File: config.mk
export PLATFORM = sky130hd
export DESIGN_NAME = mux8_rr_arbiter_flat
export DESIGN_NICKNAME = d
export VERILOG_FILES = /design/src/rtl/mux8_rr_arbiter_pkg.sv /design/src/rtl/mux8_rr_arbiter_if.sv /design/src/rtl/mux8_rr_arbiter_rr_pick.sv /design/src/rtl/mux8_rr_arbiter.sv /design/src/flat_wrapper.sv
export SDC_FILE = /design/constraint.sdc
export NUM_CORES = 1
export LEC_CHECK = 0
export CAP_MARGIN = 20
export CORE_ASPECT_RATIO = 0.6
export CORE_UTILIZATION = 57
export CTS_BUF_LIST = sky130_fd_sc_hd__clkbuf_2 sky130_fd_sc_hd__clkbuf_4 sky130_fd_sc_hd__clkbuf_8
export CTS_CLUSTER_DIAMETER = 80
export DETAILED_ROUTE_END_ITERATION = 7
export HOLD_SLACK_MARGIN = 0.1
export PLACE_DENSITY = 0.89
export SLEW_MARGIN = 20
export SYNTH_ARGS = -nofsm -noshare
export SYNTH_HDL_FRONTEND = slang
export SYNTH_SLANG_ARGS = --single-unit
File: constraint.sdc
create_clock -name clk -period 3.7 [get_ports clk]
set_input_delay 0.555 -clock clk [delete_from_list [all_inputs] [get_ports clk]]
set_output_delay 0.555 -clock clk [all_outputs]
set_load 0.02 [all_outputs]
File: src/rtl/mux8_rr_arbiter_pkg.sv
// ============================================================================
// Module   : mux8_pkg
// Brief    : Shared sizes and state encoding for the Mux8 round-robin arbiter.
// Revision : 1.0
// ============================================================================
`default_nettype none

package mux8_pkg;

    localparam int NREQ = 8;
    localparam int SELW = 3;

    typedef enum logic [0:0] {
        ST_IDLE  = 1'b0,
        ST_GRANT = 1'b1
    } state_t;

endpackage : mux8_pkg

`default_nettype wire

File: src/rtl/mux8_rr_arbiter_if.sv
// ============================================================================
// Module   : mux8_rr_arbiter_if
// Brief    : Request/grant bundle between the requesters and the arbiter.
// Revision : 1.0
// ============================================================================
`default_nettype none

interface mux8_rr_arbiter_if;
    import mux8_pkg::*;

    logic [NREQ-1:0] req;
    logic            done;
    logic [NREQ-1:0] grant;
    logic [SELW-1:0] sel;
    logic            valid;

    modport master (
        output req,
        output done,
        input  grant,
        input  sel,
        input  valid
    );

    modport slave (
        input  req,
        input  done,
        output grant,
        output sel,
        output valid
    );

endinterface : mux8_rr_arbiter_if

`default_nettype wire

File: src/rtl/mux8_rr_arbiter_rr_pick.sv
// ============================================================================
// Module   : rr_pick
// Brief    : Combinational round-robin winner search starting after ptr.
// Revision : 1.0
// ============================================================================
`default_nettype none

module rr_pick
    import mux8_pkg::*;
(
    input  wire logic [NREQ-1:0] req,
    input  wire logic [SELW-1:0] ptr,
    output logic                 found,
    output logic [SELW-1:0]      idx
);

    logic [SELW-1:0]   w_start;
    logic [2*NREQ-1:0] w_dbl;
    logic [NREQ-1:0]   w_rot;
    logic [SELW-1:0]   w_off;

    // Rotating a doubled copy puts requester ptr+1 at bit 0, ptr at the top.
    assign w_start = ptr + 1'b1;
    assign w_dbl   = {req, req} >> w_start;
    assign w_rot   = w_dbl[NREQ-1:0];

    always_comb begin
        w_off = '0;
        for (int i = NREQ - 1; i >= 0; i--) begin
            if (w_rot[i]) begin
                w_off = SELW'(i);
            end
        end
    end

    assign found = |w_rot;
    assign idx   = w_start + w_off;

endmodule : rr_pick

`default_nettype wire

File: src/rtl/mux8_rr_arbiter.sv
// ============================================================================
// Module   : mux8_rr_arbiter
// Brief    : Round-robin arbiter with bounded hold driving a shared Mux8 select.
// Revision : 1.0
// ============================================================================
`default_nettype none

module mux8_rr_arbiter
    import mux8_pkg::*;
#(
    parameter int MAXHOLD = 16,
    parameter int CNTW    = 4
) (
    input  wire logic         clk,
    input  wire logic         rst_n,
    mux8_rr_arbiter_if.slave  bus
);

    localparam logic [CNTW-1:0] C_HOLD_LAST = CNTW'(MAXHOLD - 1);

    state_t          r_state,    w_state_nxt;
    logic [SELW-1:0] r_ptr,      w_ptr_nxt;
    logic [CNTW-1:0] r_hold_cnt, w_hold_cnt_nxt;
    logic [NREQ-1:0] r_grant,    w_grant_nxt;
    logic [SELW-1:0] r_sel,      w_sel_nxt;
    logic            r_valid,    w_valid_nxt;

    logic            w_found;
    logic [SELW-1:0] w_idx;
    logic            w_release;

    rr_pick u_rr_pick (
        .req   (bus.req),
        .ptr   (r_ptr),
        .found (w_found),
        .idx   (w_idx)
    );

    assign w_release = bus.done | ~bus.req[r_sel] | (r_hold_cnt == C_HOLD_LAST);

    always_ff @(posedge clk) begin
        if (!rst_n) begin
            r_state    <= ST_IDLE;
            r_ptr      <= SELW'(NREQ - 1);
            r_hold_cnt <= '0;
            r_grant    <= '0;
            r_sel      <= '0;
            r_valid    <= 1'b0;
        end else begin
            r_state    <= w_state_nxt;
            r_ptr      <= w_ptr_nxt;
            r_hold_cnt <= w_hold_cnt_nxt;
            r_grant    <= w_grant_nxt;
            r_sel      <= w_sel_nxt;
            r_valid    <= w_valid_nxt;
        end
    end

    always_comb begin
        w_state_nxt    = r_state;
        w_ptr_nxt      = r_ptr;
        w_hold_cnt_nxt = r_hold_cnt;
        w_grant_nxt    = r_grant;
        w_sel_nxt      = r_sel;
        w_valid_nxt    = r_valid;

        case (r_state)
            ST_IDLE: begin
                if (w_found) begin
                    w_state_nxt    = ST_GRANT;
                    w_grant_nxt    = NREQ'(1) << w_idx;
                    w_sel_nxt      = w_idx;
                    w_ptr_nxt      = w_idx;
                    w_hold_cnt_nxt = '0;
                    w_valid_nxt    = 1'b1;
                end
            end
            ST_GRANT: begin
                if (w_release) begin
                    // r_ptr already names the current grantee, so it ranks last here.
                    if (w_found) begin
                        w_grant_nxt    = NREQ'(1) << w_idx;
                        w_sel_nxt      = w_idx;
                        w_ptr_nxt      = w_idx;
                        w_hold_cnt_nxt = '0;
                        w_valid_nxt    = 1'b1;
                    end else begin
                        w_state_nxt    = ST_IDLE;
                        w_grant_nxt    = '0;
                        w_valid_nxt    = 1'b0;
                        w_hold_cnt_nxt = '0;
                    end
                end else begin
                    w_hold_cnt_nxt = r_hold_cnt + 1'b1;
                end
            end
            default: begin
                w_state_nxt = ST_IDLE;
            end
        endcase
    end

    assign bus.grant = r_grant;
    assign bus.sel   = r_sel;
    assign bus.valid = r_valid;

endmodule : mux8_rr_arbiter

`default_nettype wire

File: src/flat_wrapper.sv
// flat-port wrapper written by rule: the top's interface ports become plain ports
module mux8_rr_arbiter_flat import mux8_pkg::*;
#(
    parameter int MAXHOLD = 16,
    parameter int CNTW    = 4
)
  (clk, rst_n, bus_req, bus_done, bus_grant, bus_sel, bus_valid);
  mux8_rr_arbiter_if bus_i ();
  input  wire logic clk;
  input  wire logic rst_n;
  input wire logic [$bits(bus_i.req)-1:0] bus_req;
  input wire logic [$bits(bus_i.done)-1:0] bus_done;
  output wire logic [$bits(bus_i.grant)-1:0] bus_grant;
  output wire logic [$bits(bus_i.sel)-1:0] bus_sel;
  output wire logic [$bits(bus_i.valid)-1:0] bus_valid;
  assign bus_i.req = bus_req;
  assign bus_i.done = bus_done;
  assign bus_grant = bus_i.grant;
  assign bus_sel = bus_i.sel;
  assign bus_valid = bus_i.valid;
  mux8_rr_arbiter #(.MAXHOLD(MAXHOLD), .CNTW(CNTW)) u_core (.clk(clk), .rst_n(rst_n), .bus(bus_i));
endmodule
# ---- Yosys cells after proc, flatten, opt, wreduce, memory -nomap -nowiden
# Cells that the tools add are included.
# W data, S select, Z words.
dict set report word_totals {
  out_inout_bits 12
  ff_bits 20
  in_bits 11
}
dict set report op_classes {
  eq_ne 3
  n_lt_le_gt_ge 1
  n_bitwise 4
  n_shift 2
  reduce_logical 2
  addsub 3
  muxes 29
}
# cell n
set ops {}
lappend ops {{$mux W3} 12}
lappend ops {{$mux W8} 3}
lappend ops {{$pmux W8 S2} 1}
lappend ops {{$shr A16 B3 Y8} 1}
lappend ops {{$pmux W3 S2} 2}
lappend ops {{$mux W4} 2}
lappend ops {{$pmux W4 S2} 1}
lappend ops {{$reduce_or A8 Y1} 1}
lappend ops {{$shl A1 B3 Y8 const A} 1}
lappend ops {{$mux W1} 5}
lappend ops {{$add A4 B1 Y4 const B} 1}
lappend ops {{$eq A4 B4 Y1 const B} 1}
lappend ops {{$lt A3 B4 Y1 const B} 1}
lappend ops {{$ne A2 B2 Y1 const B} 2}
lappend ops {{$pmux W1 S2} 2}
lappend ops {{$add A3 B1 Y3 const B} 1}
lappend ops {{$add A3 B3 Y3} 1}
lappend ops {{$bmux W1 S3} 1}
lappend ops {{$not A1 Y1} 2}
lappend ops {{$or A1 B1 Y1} 2}
lappend ops {{$reduce_and A2 Y1} 1}

# ---- Logic depth before layout (Yosys ltp)
dict set report logic_depth {
  depth_word 15
  depth_mapped 17
  depth_no_buf 15
}

# ---- Cells and area by module
# A second synthesis with hierarchy kept.
dict set report unflattened {
  cells_unflattened 178
  hier_area_um2 1624.1
}
# mod seq_area_each_um2 area_each_um2 instances cells_each
set by_module_without_submodules {}
lappend by_module_without_submodules {mux8_rr_arbiter 400.4 1047.3 1 120}
lappend by_module_without_submodules {rr_pick 0.0 576.8 1 58}

# ---- Worst setup path after synthesis
# No wires, ideal clock.
dict set report synth_timing {
  path_kind {flip-flop to flip-flop}
  from {register u_core.r_ptr[0]}
  to {register u_core.r_grant[3] (netlist: u_core.bus.grant[3])}
  slack_ns 0.379
  stages_incl_launch_ff 17
  path_buffers 2
  synth_period_minus_slack_ns 3.321
  t_arrival_ns 3.259
  setup_time_ns 0.062
  path_cell_list {dfxtp_1 > ha_1 > buf_6 > buf_2 > mux4_2 > nor2_1 > o22a_1 > o32ai_1 > o21ai_0 > o311ai_0 > ha_1 > inv_1 > fa_1 > xnor2_1 > and4b_4 > nand3_2 > nand3_1}
}
dict set report synth_between {
  elab_chain_len 15
  word_cells_on_any_way 19
  cone_classes {add/sub (2); eq/ne (1); shift (2); mux (12); reduce/logical (2)}
}
# element line
set synth_rtl {}
lappend synth_rtl {{start, declared} mux8_rr_arbiter.sv:22} ;# logic [SELW-1:0] r_ptr, w_ptr_nxt;
lappend synth_rtl {{start signal, assigned} mux8_rr_arbiter.sv:44} ;# r_ptr <= SELW'(NREQ - 1);
lappend synth_rtl {{start signal, assigned} mux8_rr_arbiter.sv:51} ;# r_ptr <= w_ptr_nxt;
lappend synth_rtl {{$add A3 B1 Y3 (*)} mux8_rr_arbiter_rr_pick.sv:23} ;# assign w_start = ptr + 1'b1;
lappend synth_rtl {{$shr A16 B3 Y8} mux8_rr_arbiter_rr_pick.sv:24} ;# assign w_dbl = {req, req} >> w_start;
lappend synth_rtl {{$mux W3 (8 in a row)} mux8_rr_arbiter_rr_pick.sv:30} ;# if (w_rot[i]) begin
lappend synth_rtl {{$add A3 B3 Y3} mux8_rr_arbiter_rr_pick.sv:37} ;# assign idx = w_start + w_off;
lappend synth_rtl {{$shl A1 B3 Y8} {mux8_rr_arbiter.sv:71, mux8_rr_arbiter.sv:82}}
lappend synth_rtl {{$mux W8} mux8_rr_arbiter.sv:81} ;# if (w_found) begin
lappend synth_rtl {{$mux W8} mux8_rr_arbiter.sv:79} ;# if (w_release) begin
lappend synth_rtl {{$pmux W8 S2} mux8_rr_arbiter.sv:67} ;# case (r_state)
lappend synth_rtl {{end signal, assigned} mux8_rr_arbiter.sv:53} ;# r_grant <= w_grant_nxt;
lappend synth_rtl {{end, declared} mux8_rr_arbiter.sv:24} ;# logic [NREQ-1:0] r_grant, w_grant_nxt;
# Mark *: on every way between the ends. The rest lies on a longest branch, timed or not. The select of a mux whose other input is x is not followed.
# A chain may end at the register's enable or synchronous reset.

# ---- Worst setup path after layout
dict set report layout_timing {
  from {input port bus_req[7]}
  to {register u_core.r_grant[1] (netlist: u_core.bus.grant[1])}
}
dict set report layout_between {
  elab_chain_len 14
  word_cells_on_any_way 24
  cone_classes {add/sub (1); eq/ne (2); shift (2); mux (14); bitwise (3); reduce/logical (2)}
}
# element line
set layout_rtl {}
lappend layout_rtl {{start, declared} flat_wrapper.sv:11} ;# input wire logic [$bits(bus_i.req)-1:0] bus_req;
lappend layout_rtl {{$shr A16 B3 Y8} mux8_rr_arbiter_rr_pick.sv:24}
lappend layout_rtl {{$mux W3 (8 in a row)} mux8_rr_arbiter_rr_pick.sv:30}
lappend layout_rtl {{$add A3 B3 Y3} mux8_rr_arbiter_rr_pick.sv:37}
lappend layout_rtl {{$shl A1 B3 Y8} {mux8_rr_arbiter.sv:71, mux8_rr_arbiter.sv:82}}
lappend layout_rtl {{$mux W8} mux8_rr_arbiter.sv:81}
lappend layout_rtl {{$mux W8} mux8_rr_arbiter.sv:79}
lappend layout_rtl {{$pmux W8 S2} mux8_rr_arbiter.sv:67}
# Parallel ways exist; a longest one is shown, timed or not. The select of a mux whose other input is x is not followed.

==> flow_summary.html <==
<table>
<tr><th>Metric</th><th>Value</th></tr>
<tr><th colspan="2">Timing</th></tr>
<tr><td>Final worst-path setup slack</td><td>0.136 ns</td></tr>
<tr><td>Worst slew pin tran</td><td>0.829 ns</td></tr>
<tr><td>Fin. Hold Viols</td><td>0</td></tr>
<tr><td>Final-report max-slew violation count</td><td>0</td></tr>
<tr><td>Maximum clock frequency</td><td>0.281 GHz</td></tr>
<tr><td>Post-route minimum period</td><td>3.56 ns</td></tr>
<tr><td>Final setup vio count</td><td>0</td></tr>
<tr><td>Post-Route Setup TNS</td><td>0 ns</td></tr>
<tr><td>Rel. slew slack</td><td>44.7%</td></tr>
<tr><td>Clock tree skew after final layout</td><td>0.00118 ns</td></tr>
<tr><td>Period utilisation layout</td><td>96.3%</td></tr>
<tr><td>Hold_ws</td><td>0.452 ns</td></tr>
<tr><th colspan="2">Global route</th></tr>
<tr><td>Most crowded layer after global routing</td><td>met2</td></tr>
<tr><td>First-pass GRT wire length</td><td>7480 um</td></tr>
<tr><td>GRT Resource Usage Total</td><td>30.1%</td></tr>
<tr><td>Largest net degree at the start of global routing</td><td>23</td></tr>
<tr><td>Overflow left after global routing</td><td>0</td></tr>
<tr><td>Global Route met1 Usage</td><td>43.2%</td></tr>
<tr><td>Number of global-route vias before repair</td><td>1609</td></tr>
<tr><td>Routing usage on met3</td><td>6.70%</td></tr>
<tr><td>Met2 layer usage reported by global route</td><td>46.2%</td></tr>
<tr><td>Number of antenna violations at the first check in global routing</td><td>0</td></tr>
<tr><th colspan="2">CTS</th></tr>
<tr><td>H-tree Lvls</td><td>1</td></tr>
<tr><td>Cell chosen for the clock root</td><td>sky130_fd_sc_hd__clkbuf_8</td></tr>
<tr><td>Clock net sink count</td><td>20</td></tr>
<tr><td>CTS tree</td><td>done</td></tr>
<tr><td>Clock transition at the register clock pins on the worst setup and hold paths after CTS</td><td>0.07 ns</td></tr>
<tr><td>Clk buf depth</td><td>2</td></tr>
<tr><td>Insertion delay of the later-clocked pin in the worst-skew pair</td><td>0.26 ns</td></tr>
<tr><td>Clock buffers created by TritonCTS</td><td>3</td></tr>
<tr><th colspan="2">Cells and area</th></tr>
<tr><td>Proportion of layout cells with a drive suffix above 1</td><td>27.4%</td></tr>
<tr><td>Final core area utilization</td><td>76.8%</td></tr>
<tr><td>Synthesis-to-layout area growth</td><td>26.3%</td></tr>
<tr><td>Number of antenna diodes</td><td>0</td></tr>
<tr><td>Fin nets</td><td>251</td></tr>
<tr><th colspan="2">Synthesis</th></tr>
<tr><td>Post-Synthesis Mean Instance Area</td><td>9.07 um^2</td></tr>
<tr><td>Post-synth top flop</td><td>sky130_fd_sc_hd__dfxtp_1</td></tr>
<tr><td>Library cells used by synthesis</td><td>63</td></tr>
<tr><td>Cell type contributing the most total cell area after synthesis</td><td>sky130_fd_sc_hd__dfxtp_1</td></tr>
<tr><td>Share of synthesized flip-flops with an asynchronous set or reset</td><td>0%</td></tr>
<tr><td>Biggest area contributors in the synthesized netlist</td><td>sky130_fd_sc_hd__dfxtp_1 23%, sky130_fd_sc_hd__mux4_2 11%, sky130_fd_sc_hd__nand2_1 3.6%</td></tr>
<tr><td>Total nets after synthesis</td><td>210</td></tr>
<tr><td>Top post-synthesis cells by count</td><td>20 x sky130_fd_sc_hd__dfxtp_1, 17 x sky130_fd_sc_hd__nand2_1, 11 x sky130_fd_sc_hd__o21ai_1</td></tr>
<tr><td>Sequential area share after synthesis</td><td>22.6%</td></tr>
<tr><td>Area of the mapped netlist</td><td>1770 um^2</td></tr>
<tr><td>Synth warnings</td><td>0</td></tr>
<tr><td>Synth Instances</td><td>195</td></tr>
<tr><td>Number of enable-type register cells in the synthesized netlist</td><td>0</td></tr>
<tr><td>Seq cells post-synth</td><td>20</td></tr>
<tr><td>Most common cell in the synthesized netlist</td><td>sky130_fd_sc_hd__dfxtp_1</td></tr>
<tr><td>Fraction of post-synthesis cell area in the top cell type by area</td><td>22.6%</td></tr>
<tr><th colspan="2">Floorplanning</th></tr>
<tr><td>Ports placed on the boundary</td><td>23</td></tr>
<tr><td>Std cell rows</td><td>15</td></tr>
<tr><td>Die height</td><td>45.1 um</td></tr>
<tr><td>Initial Utilization</td><td>60.8%</td></tr>
<tr><td>Width of the die</td><td>73.9 um</td></tr>
<tr><td>Placeable core area</td><td>2910 um^2</td></tr>
<tr><td>Die Area</td><td>3340 um^2</td></tr>
<tr><th colspan="2">Drt</th></tr>
<tr><td>Post-route antenna net violation count</td><td>0</td></tr>
<tr><td>Pre-antenna DRT Iters</td><td>5</td></tr>
<tr><td>DRC violation count after routing</td><td>0</td></tr>
<tr><td>First-iteration detailed-routing DRC count</td><td>174</td></tr>
<tr><td>Via Count</td><td>1813</td></tr>
<tr><td>Detailed-route wire length per cell</td><td>17.7 um</td></tr>
<tr><td>DR vias/cell</td><td>6.57</td></tr>
<tr><td>Final routed wirelength across all metal layers</td><td>4880 um</td></tr>
<tr><th colspan="2">Setup path</th></tr>
<tr><td>Required time worst endpoint</td><td>3.84 ns</td></tr>
<tr><td>Destination of the worst register-to-register timing path</td><td>u_core.bus.grant[1]</td></tr>
<tr><td>R2R Path Start</td><td>u_core.r_ptr[0]</td></tr>
<tr><td>Number of logic stages on the critical path including buffering</td><td>14</td></tr>
<tr><td>Crit. End Element</td><td>flip-flop</td></tr>
<tr><td>Crit path max-delay family</td><td>buffers and inverters</td></tr>
<tr><td>Number of cell instances on the worst register-to-register path</td><td>14</td></tr>
<tr><td>Critical setup path kind</td><td>in -&gt; reg</td></tr>
<tr><td>Longest individual stage delay on the worst path</td><td>0.50 ns</td></tr>
<tr><td>Cell breakdown of the critical path</td><td>clkdlybuf4s50_1, buf_4, mux4_2, a21oi_1, o21ai_0, o311ai_0, ha_1, inv_1, fa_1, buf_4, xnor2_1, a31oi_1, mux2i_1, o21ai_1</td></tr>
<tr><td>WP buf/inv</td><td>4</td></tr>
<tr><td>Largest driver fanout on the critical path</td><td>8</td></tr>
<tr><td>Category of the worst setup path launch point</td><td>primary input</td></tr>
<tr><td>Flop-to-flop setup slack</td><td>0.19 ns</td></tr>
<tr><td>CP max stage cell</td><td>sky130_fd_sc_hd__clkdlybuf4s50_1</td></tr>
<tr><td>CP Data Arrival Time</td><td>3.71 ns</td></tr>
<tr><td>Most common cell on crit path</td><td>sky130_fd_sc_hd__buf_4</td></tr>
<tr><th colspan="2">Place</th></tr>
<tr><td>Routability congestion estimate from global placement</td><td>0.890</td></tr>
<tr><td>Post-placement worst setup slack</td><td>-0.174 ns</td></tr>
<tr><td>Count of input and output buffers</td><td>22</td></tr>
<tr><td>Placed wire-length estimate after detailed placement</td><td>3610 um</td></tr>
<tr><th colspan="2">Power and ir drop</th></tr>
<tr><td>Lkg Pwr</td><td>0.874 nW</td></tr>
<tr><td>Cell Pwr Density</td><td>1040 nW/um^2</td></tr>
<tr><td>Power Total</td><td>2.33 mW</td></tr>
<tr><td>Peak ir drop on the vdd network</td><td>0.683 mV</td></tr>
<tr><th colspan="2">Hold path</th></tr>
<tr><td>Class of the tightest hold or removal check</td><td>reg -&gt; reg</td></tr>
<tr><td>Hold path startpoint</td><td>u_core.bus.grant[5]</td></tr>
<tr><td>End point of the worst hold path</td><td>u_core.bus.grant[5]</td></tr>
<tr><td>Hold Path Stages</td><td>2</td></tr>
<tr><th colspan="2">Outcome</th></tr>
<tr><td>Status</td><td>finished clean</td></tr>
<tr><th colspan="2">Job</th></tr>
<tr><td>Max-cap viol count</td><td>0</td></tr>
</table>
==> cell usage in the layout (no fill, tap or decap), drive strengths merged, types with 2 or more instances in the layout <==
| cell | synthesis | routed |
|---|---|---|
| clkbuf | 2 | 3 |
| nor2b | 2 | 2 |
| dlymetal6s2s | 0 | 3 |
| a31oi | 2 | 2 |
| clkdlybuf4s50 | 0 | 19 |
| dfxtp | 20 | 20 |
| mux4 | 10 | 10 |
| xnor2 | 3 | 3 |
| inv | 6 | 6 |
| nor3b | 6 | 6 |
| nand3 | 10 | 10 |
| mux2i | 2 | 2 |
| nor3 | 9 | 9 |
| nand4 | 3 | 3 |
| nand3b | 2 | 2 |
| nor2 | 11 | 11 |
| a21oi | 4 | 4 |
| buf | 9 | 25 |
| o211ai | 11 | 11 |
| and2 | 3 | 3 |
| a211o | 3 | 3 |
| o21a | 2 | 2 |
| or3 | 4 | 4 |
| ha | 3 | 3 |
| o21ai | 21 | 21 |
| nand2 | 18 | 18 |
| a21o | 2 | 2 |
| a21boi | 5 | 5 |
| o311ai | 2 | 2 |
| o211a | 2 | 2 |
==> timing repair <==
item,in CTS,in global routing
pin swaps,0,1
hold buffers,0,0
setup buffers,0,1
setup endpoints to repair,1,8
resized for setup,1,11
==> worst max path at each step <==
stage	start	endpoint	slack, ns
2_1_floorplan	u_core.r_ptr[0]	u_core.bus.grant[3]	0.38
3_3_place_gp	bus_req[6]	u_core.bus.grant[3]	-0.05
3_5_place_dp	bus_req[1]	u_core.bus.grant[3]	-0.17
4_1_cts	bus_req[1]	u_core.bus.grant[3]	0.09
5_1_grt	bus_req[2]	u_core.bus.grant[1]	-0.004
6_report	bus_req[7]	u_core.bus.grant[1]	0.14
==> area by class of cell <==
class                   instances  area (um^2)
multi-input cells             158         1300
fillers                       191          676
repair buffers                 47          415
flip-flops and latches         20          400
well taps                      42         52.6
clock buffers                   3         41.3
inverters                       6         22.5
==> stage by stage <==
stage / area [um^2] / cells
floorplan: 1770 / 195
global placement: 2130 / 272
detailed placement: 2130 / 272
CTS: 2180 / 275
global route: 2230 / 276
finish: 2230 / 276
==> power breakdown <==
part / switching (mW) / leakage, nW / internal, mW / total (mW)
clock network: 0.0721 / 0.0216 / 0.0727 / 0.145
registers: 0.0396 / 0.164 / 0.267 / 0.306
logic: 1.03 / 0.688 / 0.848 / 1.88
==> state kept, by name (all words and copies together), names as in the netlist <==
name,flops
u_core.bus.sel,3
u_core.r_hold_cnt,4
u_core.bus.valid,1
u_core.r_ptr,3
u_core.r_state,1
u_core.bus.grant,8
==> worst register-to-register path, stage by stage (launching register included) <==
cell                       delay, ns
sky130_fd_sc_hd__dfxtp_1        0.39
sky130_fd_sc_hd__buf_4          0.32
sky130_fd_sc_hd__mux4_2         0.59
sky130_fd_sc_hd__o22a_1         0.20
sky130_fd_sc_hd__o32ai_1        0.11
sky130_fd_sc_hd__o21ai_0        0.13
sky130_fd_sc_hd__o311ai_0       0.14
sky130_fd_sc_hd__ha_1           0.23
sky130_fd_sc_hd__inv_1          0.06
sky130_fd_sc_hd__fa_1           0.42
sky130_fd_sc_hd__buf_4          0.16
sky130_fd_sc_hd__xnor2_1        0.20
sky130_fd_sc_hd__a31oi_1        0.07
sky130_fd_sc_hd__mux2i_1        0.26
sky130_fd_sc_hd__o21ai_1        0.12
==> cells by family (layout without fill, tap and decap cells) <==
logic type	Yosys count	in the layout	synth area share, %
simple gates	74	74	23.8
compound gates	64	64	27.3
flops	20	20	22.6
buf+inv	17	56	6.23
mux	12	12	14.8
fa+ha+maj	4	4	3.26
xor+xnor	4	4	1.98
==> routing by layer <==
metal,wire length [um],vias up
li1,-,836
met1,2210,873
met2,2240,96
met3,384,8
met4,44,0
met5,0,-
(Power assumes the default switching activity.)
